File: src/rtl/wheel_speed_sequencer.sv
// Dual-wheel quadrature speed sequencer: x4 decode per wheel, windowed step count,
// snapshot handshake with overrun flag and a shared illegal-transition error counter.
module wheel_speed_sequencer #(
  parameter int unsigned PERIOD       = 500000,
  parameter bit          INVERT_RIGHT = 1'b1
) (
  input  logic        theClock,
  input  logic        theReset,
  input  logic        enable,
  input  logic        left_a,
  input  logic        left_b,
  input  logic        right_a,
  input  logic        right_b,
  input  logic        rd_ack,
  output logic [15:0] speed_left,
  output logic [15:0] speed_right,
  output logic        snap_valid,
  output logic        overrun,
  output logic [7:0]  err_count,
  output logic        busy
);

  localparam int unsigned TW = 32;
  localparam int unsigned SW = 16;
  localparam int unsigned EW = 8;
  localparam logic [TW-1:0] LAST_TICK = TW'(PERIOD - 1);
  localparam logic [SW-1:0] SAT_MAX = 16'h7FFF;
  localparam logic [SW-1:0] SAT_MIN = 16'h8000;

  typedef enum logic [1:0] {
    S_IDLE,
    S_ARM,
    S_RUN
  } state_t;

  state_t          state_q, state_d;
  logic [3:0]      sync1_q, sync1_d;
  logic [3:0]      sync2_q, sync2_d;
  logic [3:0]      hist_q, hist_d;
  logic [1:0]      fill_q, fill_d;
  logic [TW-1:0]   timer_q, timer_d;
  logic [SW-1:0]   acc_l_q, acc_l_d;
  logic [SW-1:0]   acc_r_q, acc_r_d;
  logic [SW-1:0]   speed_l_q, speed_l_d;
  logic [SW-1:0]   speed_r_q, speed_r_d;
  logic            snap_q, snap_d;
  logic            ovr_q, ovr_d;
  logic [EW-1:0]   err_q, err_d;
  logic            busy_q, busy_d;

  logic            dec_en;
  logic [1:0]      dl, dr;
  logic            l_up, l_dn, r_up, r_dn, err_l, err_r;
  logic            r_fwd, r_rev;
  logic [SW-1:0]   new_l, new_r;
  logic [EW:0]     err_sum;
  logic            snap_fire;
  logic            ovr_clr;

  // Map a Gray A/B pair onto a 0..3 position around the x4 cycle.
  function automatic logic [1:0] gray_pos(input logic a, input logic b);
    return {a, a ^ b};
  endfunction

  function automatic logic [SW-1:0] sat_step(input logic [SW-1:0] acc,
                                             input logic up, input logic dn);
    logic [SW-1:0] res;
    res = acc;
    if (up && (acc != SAT_MAX)) res = acc + SW'(1);
    if (dn && (acc != SAT_MIN)) res = acc - SW'(1);
    return res;
  endfunction

  always_ff @(posedge theClock) begin
    if (theReset) begin
      state_q   <= S_IDLE;
      sync1_q   <= '0;
      sync2_q   <= '0;
      hist_q    <= '0;
      fill_q    <= '0;
      timer_q   <= '0;
      acc_l_q   <= '0;
      acc_r_q   <= '0;
      speed_l_q <= '0;
      speed_r_q <= '0;
      snap_q    <= 1'b0;
      ovr_q     <= 1'b0;
      err_q     <= '0;
      busy_q    <= 1'b0;
    end else begin
      state_q   <= state_d;
      sync1_q   <= sync1_d;
      sync2_q   <= sync2_d;
      hist_q    <= hist_d;
      fill_q    <= fill_d;
      timer_q   <= timer_d;
      acc_l_q   <= acc_l_d;
      acc_r_q   <= acc_r_d;
      speed_l_q <= speed_l_d;
      speed_r_q <= speed_r_d;
      snap_q    <= snap_d;
      ovr_q     <= ovr_d;
      err_q     <= err_d;
      busy_q    <= busy_d;
    end
  end

  // Synchronizers and step/error decode; history always tracks, so ARM sees no stale delta.
  always_comb begin
    sync1_d = {left_a, left_b, right_a, right_b};
    sync2_d = sync1_q;
    hist_d  = sync2_q;
    fill_d  = (fill_q == 2'd3) ? fill_q : fill_q + 2'd1;
    dec_en  = (fill_q == 2'd3);

    dl = gray_pos(sync2_q[3], sync2_q[2]) - gray_pos(hist_q[3], hist_q[2]);
    dr = gray_pos(sync2_q[1], sync2_q[0]) - gray_pos(hist_q[1], hist_q[0]);

    l_up  = dec_en && (dl == 2'd1);
    l_dn  = dec_en && (dl == 2'd3);
    err_l = dec_en && (dl == 2'd2);
    r_fwd = dec_en && (dr == 2'd1);
    r_rev = dec_en && (dr == 2'd3);
    err_r = dec_en && (dr == 2'd2);
    r_up  = INVERT_RIGHT ? r_rev : r_fwd;
    r_dn  = INVERT_RIGHT ? r_fwd : r_rev;

    new_l = sat_step(acc_l_q, l_up, l_dn);
    new_r = sat_step(acc_r_q, r_up, r_dn);

    err_sum = {1'b0, err_q} + (EW+1)'(err_l) + (EW+1)'(err_r);
    err_d   = err_sum[EW] ? {EW{1'b1}} : err_sum[EW-1:0];
  end

  // Sequencer: next state, window timer, accumulators, snapshot handshake.
  always_comb begin
    state_d   = state_q;
    timer_d   = timer_q;
    acc_l_d   = acc_l_q;
    acc_r_d   = acc_r_q;
    speed_l_d = speed_l_q;
    speed_r_d = speed_r_q;
    snap_d    = snap_q;
    ovr_d     = ovr_q;
    snap_fire = 1'b0;
    ovr_clr   = 1'b0;

    unique case (state_q)
      S_IDLE: begin
        timer_d = '0;
        acc_l_d = '0;
        acc_r_d = '0;
        if (enable) begin
          state_d = S_ARM;
          ovr_clr = 1'b1;
        end
      end
      S_ARM: begin
        timer_d = '0;
        acc_l_d = '0;
        acc_r_d = '0;
        state_d = enable ? S_RUN : S_IDLE;
      end
      S_RUN: begin
        if (!enable) begin
          state_d = S_IDLE;
          timer_d = '0;
          acc_l_d = '0;
          acc_r_d = '0;
        end else if (timer_q == LAST_TICK) begin
          snap_fire = 1'b1;
          speed_l_d = new_l;
          speed_r_d = new_r;
          timer_d   = '0;
          acc_l_d   = '0;
          acc_r_d   = '0;
        end else begin
          timer_d = timer_q + TW'(1);
          acc_l_d = new_l;
          acc_r_d = new_r;
        end
      end
      default: state_d = S_IDLE;
    endcase

    // A snapshot landing together with rd_ack counts as consumed-then-refilled.
    if (snap_fire) begin
      snap_d = 1'b1;
      if (snap_q && !rd_ack) ovr_d = 1'b1;
    end else if (rd_ack && snap_q) begin
      snap_d = 1'b0;
    end
    if (ovr_clr) ovr_d = 1'b0;

    busy_d = (state_d == S_RUN);
  end

  assign speed_left  = speed_l_q;
  assign speed_right = speed_r_q;
  assign snap_valid  = snap_q;
  assign overrun     = ovr_q;
  assign err_count   = err_q;
  assign busy        = busy_q;

endmodule
File: config.mk
export PLATFORM = sky130hd
export DESIGN_NAME = wheel_speed_sequencer
export DESIGN_NICKNAME = d
export VERILOG_FILES = /design/src/rtl/wheel_speed_sequencer.sv
export SDC_FILE = /design/constraint.sdc
export NUM_CORES = 1
export LEC_CHECK = 0
export BUFFER_PORTS_ARGS = -buffer_cell sky130_fd_sc_hd__buf_2
export CAP_MARGIN = 20
export CELL_PAD_IN_SITES_DETAIL_PLACEMENT = 1
export CELL_PAD_IN_SITES_GLOBAL_PLACEMENT = 1
export CORE_MARGIN = 4
export CORE_UTILIZATION = 46
export DETAILED_ROUTE_END_ITERATION = 12
export PLACE_DENSITY_LB_ADDON = 0.1
export SYNTH_ARGS = -nofsm -noshare
export SYNTH_HDL_FRONTEND = slang
export SYNTH_SLANG_ARGS = --single-unit
File: constraint.sdc
create_clock -name theClock -period 4.3 [get_ports theClock]
set_clock_uncertainty 0.05 [all_clocks]
set_input_delay 0.43 -clock theClock [delete_from_list [all_inputs] [get_ports theClock]]
set_output_delay 0.43 -clock theClock [all_outputs]
set_load 0.03 [all_outputs]
Word level (Yosys, flattened, before mapping) --
Index checks and enable logic that the tools add are counted.
Storage, ports and cells: output and inout port bits 43, logic and storage cells 88, register bits after elaboration 123
Cells by class: reduce and logical (&&, ||, !) cells 20, add/sub/neg operators 10, muxes and demuxes 25, bitwise gates (word level) 4, eq/ne operators 15
Operators with widths (count):
- 2-to-1 mux 16 bit | 8
- 2-to-1 mux 32 bit | 2
- one-hot mux 16 bit (2 select lines) | 2
- one-hot mux 32 bit (2 select lines) | 1
- adder 16 x 1 -> 16 bit (second input constant) | 2
- adder 32 x 1 -> 32 bit (second input constant) | 1
- equality test 32 x 19 -> 1 bit (second input constant) | 1
- inequality test 16 x 15 -> 1 bit (second input constant) | 2
- inequality test 16 bit (second input constant) | 2
- subtractor 16 x 1 -> 16 bit (second input constant) | 2
- equality test 2 bit (second input constant) | 7
- logical AND 1 bit | 12
- adder 8 x 1 -> 9 bit | 1
- adder 9 x 1 -> 9 bit | 1
- 2-to-1 mux 8 bit | 1
- 2-to-1 mux 1 bit | 7
- equality test 2 x 1 -> 1 bit (second input constant) | 3
- 2-to-1 mux 2 bit | 3
- one-hot mux 2 bit (3 select lines) | 1
- nonzero test 2 bit | 2
- OR reduction 2 bit | 2
- subtractor 2 bit | 2
- XOR 1 bit | 4
- AND reduction 3 bit | 1
- other kinds (4) | 4

Depth between registers and ports, before layout --
depth after elaboration 10, mapped depth 10, gate-level depth less buffers 10

Worst setup path before layout --
OpenSTA, ideal clock, no wires.
path type reg2reg, start reg hist_q[1], end reg speed_r_q[15] (netlist: speed_right[15]), period minus slack after synthesis 2.806 ns, data required time 4.188 ns, slack 1.494 ns, stages on the path, launching flop included 10, arrival 2.694 ns, library setup time 0.062 ns, cell sequence dfxtp_1 -> xor2_1 -> ha_1 -> xnor3_1 -> or4_1 -> buf_2 -> or4b_4 -> o21a_1 -> or4_1 -> nand3_1
Between the ends: longest elaborated chain between the ends 7, elaborated cells between the ends (all ways) 10, those cells by class add/sub: 1; eq/ne: 2; mux: 2; bitwise: 1; reduce/logical: 4
Ends and longest elaborated chain:
- from (decl) | RTL line 39 | logic [3:0] hist_q, hist_d;
- from (signal assigned) | RTL line 94 | hist_q <= hist_d;
- XOR 1 bit | RTL line 62 | return {a, a ^ b};
- subtractor 2 bit (*) | RTL line 117 | dr = gray_pos(sync2_q[1], sync2_q[0]) - gray_pos(hist_q[1], hist_q[0]);
- equality test 2 bit | RTL line 123 | r_rev = dec_en && (dr == 2'd3);
- logical AND 1 bit | RTL line 123
- logical AND 1 bit | RTL line 69 | if (up && (acc != SAT_MAX)) res = acc + SW'(1);
- 2-to-1 mux 16 bit | RTL line 69
- 2-to-1 mux 16 bit (*) | RTL line 70 | if (dn && (acc != SAT_MIN)) res = acc - SW'(1);
- to (signal assigned) | RTL line 100 | speed_r_q <= speed_r_d;
- to (decl) | RTL line 45 | logic [SW-1:0] speed_r_q, speed_r_d;
Every way passes the cells marked *; elsewhere a longest branch is shown, timed or not. A chain may end at the register's enable or synchronous reset.

Worst setup path after layout --
Same ends and word-level chain as after synthesis.

==> run metrics <==
TritonCTS buffer count 17; Crit path top cell by count or4_1; Worst-Margin Slew 1.012 ns; Vias/cell 6.231; r2r endpoint speed_right[15]; Hold Vio Cnt, Final 0; I/O pins 51; Slew Limit Headroom 32.44%; syn_area_per_cell 8.040 um2; worst hold-check path type primary input to flop; EDFF count, synth 0; outcome finished clean; maximum fanout along the worst path 6; worst r2r src hist_q[1]; vias in the first global route 6749; worst-path cell chain xor2_1 -> ha_1 -> xnor3_1 -> or4_1 -> or4b_4 -> o21a_1 -> or4_1 -> nand3_1; Setup TNS 0 ns; DP Worst Slack 1.230 ns; Setup crit end speed_right[15]; clk_lat worst skew 0.42 ns; CP Class flop to flop; first-pass GRT wire length 34.44 mm; worst endpoint required time 4.61 ns; Final Critical Period 3.084 ns; count of final setup violators 0; final worst setup slack 1.216 ns; Final Util 54.35%; Core Area 0.01410 mm2; Routed WL 21.02 mm; hpwl dp 14.71 mm; DRT antenna net count 0; commonest register cell after synthesis dfxtp_1; R2R cell count 8; Max Clock Freq 0.3242 GHz; asr flop ratio synth 0%; RSZ-0062 raised after global routing false; Mapped Area 0.006698 mm2; Hold Buf Count CTS 0; GRT Resource Usage Total 25.82%; data arrival time of the worst path 3.39 ns; DIE HEIGHT 128.7 um; area grow syn2layout 14.38%; Max Cap Viol 0; Synth cell types 61; Initial Util 47.51%; clk slew on worst S/H paths 0.05 ns; clock buffer depth 2; CTS tree done; I/O Buffers 50; clk root buf clkbuf_16; fin crit share 71.73%; synthesized instance count 833; Yosys warnings 0; Seq/Total Area, Yosys 36.76%; largest net degree at the start of global routing 42; H-tree depth 4; width of the die 128.7 um; Critical Path Source Type flop; post-CTS sizing 0; DP Area 0.007072 mm2; Crit-path slowest cell or4_1; Seq cells post-synth 123; share of post-route cells with drive strength above 1 11.81%; post-CTS setup buffers 0; crit end category flop; Pwr Total 2.712 mW; Remaining Overflow, GRT 0; Worst path max stage delay 0.69 ns; WL per Instance 19.98 um; row count 43; Post-layout nets 880; # DRC 0; Final Instance Area 0.007661 mm2; drt first pass iters 6; fin. max-slew vios 0; antenna cells 0; flop-to-flop setup slack 1.22 ns; via count 6555; VDD IR max 255.3 uV; CP Launch Point hist_q[1]; clock sinks 123; Leak Pwr 2.747 nW; die area 0.01655 mm2; pwr dens 354.0 mW/mm2; initial antenna violation count 0; Starting DRT DRC Count 394; Post-Syn Nets 853; GPL Wtd Cong 0.9778
cell type report:
class,instances,area (um2)
Clock buffer,24,501.7
Tap cell,180,225.2
Multi-Input combinational cell,637,3976
Timing Repair Buffer,61,332.8
Inverter,20,75.07
Sequential cell,123,2462
Fill cell,1732,6435
Clock inverter,7,87.58
per-stage QoR:
stage          hold slack [ns]  instances
6_report                0.1862       1052
5_1_grt                 0.1822       1052
4_1_cts                 0.1804       1052
3_5_place_dp            0.3801       1021
3_3_place_gp            0.3840       1021
2_1_floorplan           0.3638        833
cells in the final DEF, fill, tap and decap left out, drive strengths merged, types with 4 or more instances in the layout:
master    n
dfxtp   123
nand2    77
nor2     72
buf      61
a21oi    52
nand3    45
o21ai    38
nor3     33
nand4    28
nor4     28
or3      27
xor2     25
xnor2    25
clkbuf   24
nor2b    22
inv      20
or4      19
and3     14
and4     12
ha       11
a32oi     8
and2      8
nor4b     7
o211ai    5
nor3b     5
a211oi    5
a31oi     5
mux2i     5
or4b      5
nand2b    4
and4b     4
clkinv    4
sequential cells by signal (all words and copies together), names as in the netlist:
| name | flops |
|---|---|
| timer_q | 32 |
| sync1_q | 4 |
| acc_l_q | 16 |
| fill_q | 2 |
| busy | 1 |
| hist_q | 4 |
| speed_right | 16 |
| err_count | 8 |
| acc_r_q | 16 |
| state_q | 2 |
| snap_valid | 1 |
| hist_d | 4 |
| speed_left | 16 |
| overrun | 1 |
how the worst min path moves through the flow:
stage                     slack, ns  depth (start not counted)       start         end
after floorplan                0.36                          1  sync1_q[0]   hist_d[0]
after CTS                      0.18                          2     right_b  sync1_q[0]
after detailed placement       0.38                          1  sync1_q[0]   hist_d[0]
after global routing           0.18                          2     right_a  sync1_q[1]
final                          0.19                          2     right_a  sync1_q[1]
after global placement         0.38                          1  sync1_q[2]   hist_d[2]
power by group:
group          internal (mW)  total, mW  leakage [nW]  switching [mW]
clock network          0.922       1.43         0.292           0.511
logic                 0.0423      0.116          1.46          0.0738
registers               1.15       1.16         0.993          0.0100
cell usage after synthesis, types with 7 or more instances:
| cell type | count | area [um2] |
|---|---|---|
| and2_1 | 7 | 43.79 |
| dfxtp_1 | 123 | 2462 |
| and4_1 | 12 | 105.1 |
| or3_1 | 27 | 168.9 |
| nor4b_1 | 7 | 61.31 |
| and3_1 | 14 | 87.58 |
| xnor2_1 | 25 | 219.0 |
| inv_1 | 20 | 75.07 |
| nor4_1 | 27 | 168.9 |
| clkbuf_1 | 48 | 180.2 |
| o21ai_0 | 38 | 190.2 |
| nor3_1 | 33 | 165.2 |
| nand2_1 | 77 | 289.0 |
| nor2b_1 | 22 | 137.6 |
| nand3_1 | 45 | 225.2 |
| a21oi_1 | 52 | 260.3 |
| nand4_1 | 28 | 175.2 |
| or4_1 | 19 | 142.6 |
| ha_1 | 11 | 137.6 |
| xor2_1 | 25 | 219.0 |
| a32oi_1 | 8 | 70.07 |
| nor2_1 | 72 | 270.3 |
logic make-up (layout without fill, tap and decap cells):
kind of cell / Yosys count / after routing / synth area share, %
AO/OA/AOI/OAI: 144 / 144 / 13.30
XOR/XNOR: 54 / 54 / 7.921
adder cells (fa/ha/maj): 12 / 12 / 2.354
buffers and inverters: 73 / 112 / 4.110
flip-flops: 123 / 123 / 36.76
multiplexers: 7 / 7 / 1.084
AND/OR/NAND/NOR: 420 / 420 / 34.47
worst max-delay path: cells and delay by family (launching register included):
kind                     cells  cell delay [ns]
adder cells (fa/ha/maj)      1             0.23
AO/OA/AOI/OAI                1             0.15
flip-flops                   1             0.40
AND/OR/NAND/NOR              4             1.72
XOR/XNOR                     2             0.48
metal layers:
metal / global-route usage [%] / part of all wire [%] / vias to the layer above
met5: 0 / 0 / -
met4: 9.141 / 2.4 / 0
met3: 5.396 / 4.3 / 44
met2: 43.29 / 48 / 171
met1: 32.93 / 45 / 3230
li1: - / - / 3110
(Power assumes the default switching activity.)
